--- config.mk ---
export PLATFORM = sky130hd
export DESIGN_NAME = tx_lane_sched
export DESIGN_NICKNAME = d
export VERILOG_FILES = /design/src/rtl/tx_lane_sched.sv
export SDC_FILE = /design/constraint.sdc
export NUM_CORES = 1
export LEC_CHECK = 0
export ABC_AREA = 1
export BUFFER_PORTS_ARGS = -buffer_cell sky130_fd_sc_hd__buf_2
export CORE_MARGIN = 2
export CORE_UTILIZATION = 35
export DETAILED_ROUTE_END_ITERATION = 8
export GPL_TIMING_DRIVEN = 0
export MAX_ROUTING_LAYER = met4
export SLEW_MARGIN = 20
export SYNTH_ARGS = -nofsm -noshare
export SYNTH_HDL_FRONTEND = slang
export SYNTH_SLANG_ARGS = --single-unit
--- constraint.sdc ---
create_clock -name CLK -period 1.6 [get_ports CLK]
set_input_delay 0.16 -clock CLK [delete_from_list [all_inputs] [get_ports CLK]]
set_output_delay 0.16 -clock CLK [all_outputs]
set_load 0.005 [all_outputs]
--- src/rtl/tx_lane_sched.sv ---
// tx_lane_sched: two-source packet scheduler for a single 8-bit lane.
// Frames each packet as COM(BC,K) + payload + END(FD,K), fills idle time
// with 7C(K), and inserts BC,1C,1C,1C SKP sets between packets at a fixed
// interval. Sources are arbitrated round-robin.
// Ports:
//   CLK, reset       clock, async active-low reset
//   req0/req1        source has a packet ready
//   data0/data1      current payload byte of each source
//   last0/last1      current byte is the packet's final byte
//   gnt0/gnt1        registered: source owns the lane (one-hot or zero)
//   pop0/pop1        combinational: current byte consumed at next edge
//   DATA, K, Valid   registered lane byte, control flag, lane active
//   trunc            registered one-cycle pulse with FD of a truncated packet
module tx_lane_sched #(
  parameter int unsigned MAX_LEN = 16,
  parameter int unsigned SKP_INT = 64
) (
  input  logic       CLK,
  input  logic       reset,
  input  logic       req0,
  input  logic       req1,
  input  logic [7:0] data0,
  input  logic [7:0] data1,
  input  logic       last0,
  input  logic       last1,
  output logic       gnt0,
  output logic       gnt1,
  output logic       pop0,
  output logic       pop1,
  output logic [7:0] DATA,
  output logic       K,
  output logic       Valid,
  output logic       trunc
);

  localparam int unsigned TW = (SKP_INT > 1) ? $clog2(SKP_INT) : 1;
  localparam logic [7:0] SYM_COM  = 8'hBC;
  localparam logic [7:0] SYM_IDL  = 8'h7C;
  localparam logic [7:0] SYM_END  = 8'hFD;
  localparam logic [7:0] SYM_SKP  = 8'h1C;

  typedef enum logic [1:0] {IDLE, PAY, END, SKP} state_t;

  state_t        state, state_d;
  logic [1:0]    gnt_q, gnt_d;
  logic [7:0]    data_d;
  logic          k_d, trunc_d;
  logic          ptr, ptr_d;
  logic [7:0]    pay_cnt, pay_cnt_d;
  logic [1:0]    skp_cnt, skp_cnt_d;
  logic          skp_pend, skp_pend_d, skp_clr;
  logic          trunc_pend, trunc_pend_d;
  logic [TW-1:0] timer;

  logic          sel, cur_last, at_max, wrap, pick;
  logic [7:0]    cur_data;

  assign sel      = gnt_q[1];
  assign cur_data = sel ? data1 : data0;
  assign cur_last = sel ? last1 : last0;
  assign at_max   = (pay_cnt == 8'(MAX_LEN - 1));
  assign wrap     = (timer == TW'(SKP_INT - 1));
  // Lone requester wins; on contention the pointer decides.
  assign pick     = (req0 & req1) ? ptr : req1;

  assign gnt0 = gnt_q[0];
  assign gnt1 = gnt_q[1];
  assign pop0 = (state == PAY) & gnt_q[0];
  assign pop1 = (state == PAY) & gnt_q[1];

  // Next-state and next-output decode.
  always_comb begin
    state_d      = state;
    gnt_d        = gnt_q;
    data_d       = DATA;
    k_d          = K;
    trunc_d      = 1'b0;
    ptr_d        = ptr;
    pay_cnt_d    = pay_cnt;
    skp_cnt_d    = skp_cnt;
    skp_clr      = 1'b0;
    trunc_pend_d = trunc_pend;
    case (state)
      IDLE: begin
        k_d = 1'b1;
        if (skp_pend) begin
          data_d    = SYM_COM;
          skp_clr   = 1'b1;
          skp_cnt_d = 2'd0;
          state_d   = SKP;
        end else if (req0 | req1) begin
          data_d       = SYM_COM;
          gnt_d        = pick ? 2'b10 : 2'b01;
          pay_cnt_d    = 8'd0;
          trunc_pend_d = 1'b0;
          state_d      = PAY;
        end else begin
          data_d = SYM_IDL;
        end
      end
      PAY: begin
        data_d    = cur_data;
        k_d       = 1'b0;
        pay_cnt_d = pay_cnt + 8'd1;
        if (cur_last | at_max) begin
          trunc_pend_d = ~cur_last;
          state_d      = END;
        end
      end
      END: begin
        data_d  = SYM_END;
        k_d     = 1'b1;
        gnt_d   = 2'b00;
        trunc_d = trunc_pend;
        ptr_d   = ~sel;
        state_d = IDLE;
      end
      SKP: begin
        data_d    = SYM_SKP;
        k_d       = 1'b1;
        skp_cnt_d = skp_cnt + 2'd1;
        if (skp_cnt == 2'd2) state_d = IDLE;
      end
      default: state_d = IDLE;
    endcase
    // A wrap while a SKP is already pending collapses into the one flag.
    skp_pend_d = wrap | (skp_pend & ~skp_clr);
  end

  // State and output registers.
  always_ff @(posedge CLK or negedge reset) begin
    if (!reset) begin
      state      <= IDLE;
      gnt_q      <= 2'b00;
      DATA       <= 8'h00;
      K          <= 1'b0;
      Valid      <= 1'b0;
      trunc      <= 1'b0;
      ptr        <= 1'b0;
      pay_cnt    <= 8'd0;
      skp_cnt    <= 2'd0;
      skp_pend   <= 1'b0;
      trunc_pend <= 1'b0;
      timer      <= '0;
    end else begin
      state      <= state_d;
      gnt_q      <= gnt_d;
      DATA       <= data_d;
      K          <= k_d;
      Valid      <= 1'b1;
      trunc      <= trunc_d;
      ptr        <= ptr_d;
      pay_cnt    <= pay_cnt_d;
      skp_cnt    <= skp_cnt_d;
      skp_pend   <= skp_pend_d;
      trunc_pend <= trunc_pend_d;
      timer      <= wrap ? '0 : timer + TW'(1);
    end
  end

endmodule

* Word level (Yosys, flattened, before mapping)
Index checks and enable logic that the tools add are counted.
** Storage, ports and cells
- Register bits after elaboration :: 34
- Bits in latches :: 0
- Memory bits (writable) :: 0
- Memory bits (read-only) :: 0
- Bits of input ports :: 22
- Output and inout bits :: 15
- Memories kept :: 0
** Operators by class
- Add/subtract/negate cells :: 3
- Multipliers :: 0
- Div/mod/pow operators :: 0
- Magnitude comparators :: 0
- Eq/ne operators :: 12
- Shift-type cells :: 0
- Mux-type cells :: 29
- Bitwise operators :: 10
- Reduce and logical (&&, ||, !) cells :: 10
** Operators by type and width (count)
- two-way mux 8 bit :: 5
- case mux 8 bit (4 select lines) :: 1
- two-way mux 2 bit :: 8
- case mux 8 bit (2 select lines) :: 1
- AND reduction 3 bit :: 3
- adder 8 x 1 -> 8 bit, second input constant :: 1
- equality test 8 x 4 -> 1 bit, second input constant :: 1
- two-way mux 1 bit :: 8
- != test 2 bit, second input constant :: 4
- case mux 2 bit (2 select lines) :: 2
- case mux 2 bit (4 select lines) :: 1
- adder 6 x 1 -> 6 bit, second input constant :: 1
- equality test 2 bit, second input constant :: 3
- equality test 6 bit, second input constant :: 1
- two-way mux 6 bit :: 1
- nonzero test 2 bit :: 3
- AND 1 bit :: 4
- case mux 1 bit (2 select lines) :: 2
- AND reduction 4 bit :: 1
- != test 3 bit, second input constant :: 1
- inverter 1 bit :: 3
- OR 1 bit :: 3
- OR reduction 3 bit :: 1
- adder 2 x 1 -> 2 bit, second input constant :: 1
- 4 further kinds :: 4

* Longest topological paths before layout
Gate-level depths: netlist of the first run.
- Word-level depth :: 6
- Gate-level depth with buffers :: 8
- Depth with buffers taken out :: 8

* Least setup slack after synthesis of the first run
OpenSTA, ideal clock, no wires.
- Kind :: register -> register
- Start :: reg pay_cnt[0]
- End :: reg trunc_pend
- Setup time :: 117 ps
- Data arrival time :: 1077 ps
- Required time :: 1483 ps
- Slack :: 407 ps
- Stages on the path, launching flop included :: 9
- Buffers on the path :: 0
- Period minus slack after synthesis :: 1193 ps
- Cell sequence :: dfrtp_1 ha_1 inv_2 nor2_1 nand3_1 nand2_2 nand2_1 nand2_1 nand2_1
** Between the ends
- Longest elaborated chain between the ends :: 4
** Ends and longest elaborated chain
- start: declaration :: RTL line 49 : logic [7:0] pay_cnt, pay_cnt_d;
- start signal: assignment :: RTL line 153 : pay_cnt <= pay_cnt_d;
- equality test 8 x 4 -> 1 bit :: RTL line 61 : assign at_max = (pay_cnt == 8'(MAX_LEN - 1));
- OR 1 bit :: RTL line 105 : if (cur_last | at_max) begin
- != test 2 x 1 -> 1 bit (no line)
- AND reduction 4 bit (no line)
- end signal: assignment :: RTL line 156 : trunc_pend <= trunc_pend_d;
- end: declaration :: RTL line 52 : logic trunc_pend, trunc_pend_d;
No other way between the ends.
A chain may end at the register's enable or synchronous reset.

* Worst setup path after layout of the first run
- Start :: reg gnt_q[1]
- End :: out pop1
** Between the ends
- Longest elaborated chain between the ends :: 1
** Ends and longest elaborated chain
- start: declaration :: RTL line 45 : logic [1:0] gnt_q, gnt_d;
- start signal: assignment :: RTL line 147 : gnt_q <= gnt_d;
- AND 1 bit :: RTL line 69 : assign pop1 = (state == PAY) & gnt_q[1];
- end: declaration :: RTL line 29 : output logic pop1,
No other way between the ends.

==> summary by stage, run 1 <==
Run status
The run finished with clean final reports.

GRT
The pin count of the biggest net entering global routing is 35. The via count of the first global-routing pass is 1298. Global routing used approximately 15% of the available tracks across all layers. For this run the aggregate overflow at the end of global routing stands at 0. The wire length of the first global-routing pass is 5.927 mm.

The initial antenna violation count is 0.

Synthesis
Yosys mapped the design onto 28 distinct sky130hd cell types. Counting flops and latches in the post-synthesis netlist gives 34. The warning count from the yosys run is 0. The netlist area before placement is around 1600 µm². Synthesis produced a netlist with a net count of 213. Synthesis handed over a netlist of about 190 instances. The portion of the post-synthesis area used by sequential elements is 52.55%. In this run the mean area of a mapped cell was 8.612 µm².

Finish
Cells with a size suffix above 1 make up 25.75% of the layout. The sequential cells in the finished layout cover a total of 850.8 µm². After the last flow step, the layout net total stands at 257. Summing all non-filler instances in the final layout gives an area of 2012 µm².

The top cell types in the final layout, fill and taps aside, are sky130_fd_sc_hd__nand2_1, sky130_fd_sc_hd__buf_2, sky130_fd_sc_hd__dfrtp_1, sky130_fd_sc_hd__inv_1, sky130_fd_sc_hd__nand3_1. The final core utilization is 45.58%. The count of fill cells added during filler insertion is 421. The final antenna diode count is 0. From synthesis to final layout, the design area changed by 24.27%. Leaving out fill and tap cells, the most frequent cell in the layout is sky130_fd_sc_hd__nand2_1.

The footprint of the multi-input gates is 650.6 µm². The count of non-filler cells in the finished layout is 285.

Pwr
Sequential cells account for 36.3% of the total power. The combinational cell fraction of total power is 34.8%. In this run the power spent charging and discharging nets is between 1 and 1.5 mW. The total power draw is 3.365 mW.

The power density over the cells is 1673 nW/µm². The leakage power figure is slightly above 1 nW. The worst supply voltage drop on vdd is ~0.89 mV. The clock network is responsible for 28.9% of the overall power. Net switching is 35.53% of the power.

The internal power of the cells totals 2.169 mW.

Worst setup path
Along the worst path, the maximum fanout reaches 10. The critical path goes through inv_1 -> clkbuf_1 -> nor2_1 -> buf_2. On the critical path, the stage with the largest delay is an instance of sky130_fd_sc_hd__dfrtp_1. The setup path with the least slack is of type flip-flop to output pin. The critical path capture point type is an output pin. The launching element type of the critical path is a flip-flop. The data arrival time at the worst-slack endpoint is 1.32 ns. STA puts the critical path data required time at 1.44 ns. For this run, the slowest stage of the critical path takes 0.39 ns.

Floorplanning
37 I/O pins were placed. The floorplan has 24 rows. The starting density of the core is 36.68%. The die covers 5186 µm². The floorplan step set the die width to 72.02 µm.

The die is 72.02 µm tall. The floorplan step defined a core boundary enclosing 4414 µm².

STA
The worst path needs 1.477 ns of the cycle, external delays included. The maximum clock frequency is about 680 MHz. The relative slew slack is 49.44%. The total negative slack is 0 ns.

The max-slew violation count is 0. Setup repair after global routing left no endpoint under its margin. The total setup violations reported at the end of the flow is 0. The clock arrives with 0.004348 ns of skew. For the pin with the worst max-slew slack, the measured transition is 0.7584 ns. The portion of the clock cycle consumed by the worst path in the final layout is 92.32%. The number of hold-slack violations in the final timing report is 0.

Route
The count of nets left with antenna violations after detail routing is 0. Dividing the detail-routed wire length by the instance count gives 11.85 µm. In the routed design, unresolved DRC markers number 0. The via density per instance is 4.747. The number of DRC markers in iteration 0 is 31. Before antenna repair, the detailed router went through 4 iterations. The final layout contains routed wiring with a total length of 3.378 mm.

The routed layout has between 1000 and 1500 vias.

Flow run
The number of max-capacitance violations reported is 0.

Clock tree
The TritonCTS clock tree is yes. The number of H-tree levels is 2. The total setup buffers inserted after CTS is 0. The CTS buffer count is 5. The library cell used as clock root buffer is sky130_fd_sc_hd__clkbuf_8. The latest clock arrival within the worst-skew pair is 0.29 ns. The number of clock sinks is 34. The number of buffers inserted for hold repair after clock tree synthesis is 1. In this run the deepest clock path goes through 2 buffers.

The clock transition at the register clock pins on the worst setup and hold paths after CTS is 0.08 ns. The post-cts resize count is 0.

Placement
Routability-driven placement finished with a final weighted congestion of 0.7776. The number of input and output port buffers inserted is 36. The total instance count after detailed placement is roughly 280. Detailed placement ended at an HPWL of around 2.4 mm.

The placed cell area is around 1900 µm².

Worst hold path
The class of the most critical hold timing path is input port to flip-flop.
-- power by group through the flow --
stage / logic (mW) / registers, mW / clock network [mW]
final: 1.17 / 1.22 / 0.971
after global routing: 1.34 / 1.26 / 1.03
after CTS: 1.20 / 1.22 / 0.987
after detailed placement: 1.18 / 1.23 / 0
after global placement: 1.16 / 1.24 / 0
after floorplan: 0.779 / 1.24 / 0
-- routing by layer --
layer  GRT usage [%]  up-vias  share of wire, %
met2           23.56       43                46
met3           3.056        7               4.7
met1           19.62      615                47
li1                -      688                 -
met5               -        -                 0
met4           7.547        0               2.4
-- state kept, by name, summed over array words and instances, names as in the netlist --
signal      flops
skp_cnt         2
ptr             1
gnt_q           2
K               1
Valid           1
DATA            8
trunc_pend      1
pay_cnt         8
skp_pend        1
state           2
timer           6
trunc           1
-- critical path, delay by kind of cell, from the launching register on --
family,cells,cell delay (ns)
buffers and inverters,3,0.56
DFF,1,0.39
and+or+nand+nor,1,0.09
-- cell usage after synthesis --
| library cell | number | area, µm² |
|---|---|---|
| sky130_fd_sc_hd__nand4_1 | 4 | 25.02 |
| sky130_fd_sc_hd__clkinv_1 | 1 | 3.750 |
| sky130_fd_sc_hd__clkbuf_1 | 1 | 3.750 |
| sky130_fd_sc_hd__buf_2 | 1 | 5.000 |
| sky130_fd_sc_hd__nand3_1 | 17 | 85.08 |
| sky130_fd_sc_hd__buf_6 | 1 | 11.26 |
| sky130_fd_sc_hd__conb_1 | 1 | 3.750 |
| sky130_fd_sc_hd__o21ai_1 | 13 | 65.06 |
| sky130_fd_sc_hd__xnor2_1 | 2 | 17.52 |
| sky130_fd_sc_hd__o21ai_2 | 1 | 8.760 |
| sky130_fd_sc_hd__a31oi_1 | 1 | 6.260 |
| sky130_fd_sc_hd__ha_1 | 3 | 37.54 |
| sky130_fd_sc_hd__nand2_2 | 2 | 12.51 |
| sky130_fd_sc_hd__buf_4 | 1 | 7.510 |
| sky130_fd_sc_hd__nand2_8 | 1 | 20.02 |
| sky130_fd_sc_hd__nor2_1 | 16 | 60.06 |
| sky130_fd_sc_hd__o21bai_1 | 1 | 7.510 |
| sky130_fd_sc_hd__a21oi_1 | 5 | 25.02 |
| sky130_fd_sc_hd__inv_1 | 18 | 67.56 |
| sky130_fd_sc_hd__nand2_1 | 42 | 157.7 |
| sky130_fd_sc_hd__o21ai_4 | 1 | 16.27 |
| sky130_fd_sc_hd__dfrtp_1 | 34 | 850.8 |
| sky130_fd_sc_hd__xor2_1 | 3 | 26.28 |
| sky130_fd_sc_hd__nor2_2 | 3 | 18.77 |
| sky130_fd_sc_hd__inv_2 | 5 | 18.77 |
| sky130_fd_sc_hd__nand3b_1 | 1 | 7.510 |
| sky130_fd_sc_hd__o21ai_0 | 7 | 35.03 |
| sky130_fd_sc_hd__o211ai_1 | 2 | 15.01 |
-- cells by family (layout without fill, tap and decap cells) --
family | Yosys count | in the layout | share of synthesized area [%]
AO/OA/AOI/OAI | 31 | 31 | 11.05
XOR/XNOR | 5 | 5 | 2.705
adder cells (fa/ha/maj) | 3 | 3 | 2.319
buffers and inverters | 28 | 73 | 7.264
flip-flops | 34 | 34 | 52.55
other | 1 | 1 | 0.2316
AND/OR/NAND/NOR | 86 | 86 | 23.88
-- metrics by stage --
| step | hold slack (ns) | worst slack, ns |
|---|---|---|
| 2_1_floorplan | -0.1356 | 0.4066 |
| 3_3_place_gp | 0.2834 | 0.2923 |
| 3_5_place_dp | 0.2824 | 0.2880 |
| 4_1_cts | 0.07228 | 0.09913 |
| 5_1_grt | 0.1003 | 0.04575 |
| 6_report | 0.08136 | 0.1228 |
-- path summary, 6_finish.rpt --
check / startpoint / slack, ns / cells past startpoint / endpoint
setup / recovery: gnt_q[1] / 0.12 / 4 / pop1
hold / removal: data1[2] / 0.08 / 3 / DATA[2]
setup reg to reg: pay_cnt[0] / 0.27 / 8 / trunc_pend
hold reg to reg: timer[0] / 0.46 / 1 / timer[0]
max in group asynchronous: reset / 0.65 / 2 / Valid
min in group asynchronous: reset / 0.47 / 2 / skp_cnt[1]
-- layout make-up --
class / count / area share (%)
timing repair buffer: 37 / 9.453
tap: 52 / 3.234
multi-input combinational: 126 / 32.34
clock inverter: 3 / 3.420
buffer: 4 / 1.368
inverter: 24 / 4.478
clock buffer: 5 / 3.420
sequential: 34 / 42.29
(Power assumes the default switching activity.)
==> inputs of run 2 (changes only) <==
clock period = 1.4 ns   (was 1.6 ns; I/O delays follow)
==> summary by stage, run 2 (synthesis gave the netlist of run 1 again) <==
Run status
The flow ran to the end, and the final reports show no timing, DRC or antenna violations.

Route
The final layout contains routed wiring with a total length of 3.381 mm. The first detailed-routing pass took 4 iterations. The count of nets left with antenna violations after detail routing is 0. The via density per instance is 4.718.

For this block, the via count after detailed routing is 1340. The detail-routed net length per standard cell is approximately 12 µm. The number of DRC markers in iteration 0 is 31.

The remaining routing DRC violations is 0.

Pwr
VDD sags by at most 1.014 mV. Dividing total power by cell area gives a power density of about 1900 nW/µm². The analysis attributes to cell leakage a power of 1.016 nW.

STA
The clock tree skew after final layout is 0.004550 ns. The final worst-path setup slack is slightly above 0.08 ns. The portion of the clock cycle consumed by the worst path in the final layout is 94.06%. Static timing analysis puts the maximum clock frequency at 759.4 MHz. The max-slew violation count is 0.

At the pin with the least slew margin, the transition time is ~0.76 ns. Setup repair after global routing left no endpoint under its margin. The total negative slack is 0 ns. The number of hold-slack violations in the final timing report was 0. The final hold slack is 0.06047 ns.

The clock period could shrink to 1.317 ns. The total setup violations reported at the end of the flow is 0. The relative slew slack is around half.

Finish
The commonest non-fill, non-tap cell in the layout is sky130_fd_sc_hd__nand2_1. Relative to the synthesized area, the layout overhead comes to 24.42%. The count of non-filler cells in the finished layout is 284. 0 antenna diodes ended up in the layout. The count of nets after finishing is 256. The largest registers in the layout are DATA: 8 flops, pay_cnt: 8 flops, timer: 6 flops. For this run, the share of the core covered by cells in the final layout is between 40 and 50%. In the layout the commonest cells are sky130_fd_sc_hd__nand2_1, sky130_fd_sc_hd__buf_2, sky130_fd_sc_hd__dfrtp_1, sky130_fd_sc_hd__inv_1, sky130_fd_sc_hd__nand3_1.

Of the cells placed in the final design, the portion with a size suffix greater than 1 is 27.16%.

Worst setup path
The critical path start-end classification is flip-flop to output pin. The signal on the critical path passes through inv_2 -> nand2_8 -> nor2_1 -> buf_2. Together, buffers and inverters on the worst path number 2. For the worst setup path, the data arrival time is approximately 1.2 ns.

The gate family responsible for the most delay along the worst path is flip-flops. The maximum cell stage delay along the critical path is 0.46 ns. For the worst setup path, the data required time is approximately 1.3 ns. The launching element type of the critical path is a flip-flop. The master of the slowest instance on the critical path is sky130_fd_sc_hd__dfrtp_2. The reg-to-reg setup timing slack is 0.13 ns. The critical path capture point type is an output pin. The maximum fanout along the worst path is 10.

Clock tree
The CTS buffer count is 5. The later pin in the worst-skew pair is clocked with a latency of 0.29 ns. The library cell used as clock root buffer is sky130_fd_sc_hd__clkbuf_8. The number of H-tree levels is 2. TritonCTS built the clock tree.

The total setup buffers inserted after CTS is 0. The clock transition at the register clock pins on the worst setup and hold paths after CTS is 0.08 ns. Counting along the longest clock path gives a buffer depth of 2. The number of clock sinks is 34.

Floorplanning
In this run the vertical extent of the chip is ~72 µm. The floorplan step set the die width to 72.02 µm. 37 I/O pins were placed. The area of the die is 5186 µm². The row count is 24. The floorplan step defined a core boundary enclosing 4414 µm².

For this configuration, the core starts out at a cell density of 36.68%.

GRT
The wire length of the first global-routing pass is 5.899 mm. The met2 usage is 23.35%. The total overflow reported by the global router is 0. The met1 usage is 19.53%. In the global route stage, overall resource usage came out at 15.30%. The via count of the first global-routing pass was 1295. For this run, global-route usage on met3 was measured as 3.056%.

The layer carrying the most global-route usage is met2. The initial antenna violation count came to 0. Entering global routing, the biggest net connects 35 pins.

Placement
Once detailed placement completed, the half-perimeter wirelength came to 2.396 mm. At the placement stage, the worst setup path has a slack of 0.08801 ns. The final weighted congestion in routability-driven placement is 0.7776. Once placement completed, the tool counted placed cells totaling between 200 and 300. During placement, the flow inserted port buffers numbering 36.

Flow run
The number of max-capacitance violations reported is 0.

Worst hold path
The tightest min-delay check is of the input port to flip-flop type.
## run 2: worst paths after layout
kind | depth (start not counted) | startpoint | end
setup / recovery | 4 | state[1] | pop1
min in group asynchronous | 2 | reset | skp_cnt[1]
setup reg to reg | 8 | pay_cnt[0] | trunc_pend
max in group asynchronous | 2 | reset | state[1]
hold reg to reg | 1 | timer[0] | timer[0]
hold / removal | 3 | data1[2] | DATA[2]
## run 2: cell type report
cell class	instances	area, µm²
Fill cell	420	2400
Sequential cell	34	852.1
Multi-Input combinational cell	126	655.6
Timing Repair Buffer	37	190.2
Inverter	24	90.09
Clock buffer	5	68.82
Clock inverter	3	68.82
Tap cell	52	65.06
Buffer	3	23.77
## run 2: report_power, final
part | switching, mW | total [mW] | leakage, nW | internal, mW
clock | 0.395 | 1.11 | 0.0683 | 0.714
sequential | 0.145 | 1.40 | 0.416 | 1.25
combinational | 0.820 | 1.33 | 0.532 | 0.514
total | 1.36 | 3.84 | 1.02 | 2.48
## run 2: worst reg2reg max path, delay by kind of cell (launching register included)
family / cells / cell delay, ns
fa+ha+maj: 1 / 0.23
flops: 1 / 0.40
buf+inv: 1 / 0.05
simple gates: 6 / 0.48
## run 2: what timing repair did
action | in CTS | in global routing
hold endpoints to repair | 34 | 0
endpoints found under the setup margin | 1 | 4
resized for setup | 0 | 3
hold buffers | 1 | 0
## run 2: through the flow
| stage | area [µm²] | power, mW |
|---|---|---|
| floorplan | 1619 | 2.304 |
| global placement | 1864 | 2.742 |
| detailed placement | 1864 | 2.756 |
| CTS | 2008 | 3.886 |
| global route | 2014 | 4.136 |
| finish | 2014 | 3.842 |
## run 2: routing by layer
metal | vias up | share of wire [%]
li1 | 688 | -
met1 | 603 | 48
met2 | 42 | 45
met3 | 7 | 4.5
met4 | 0 | 2.4
met5 | - | 0
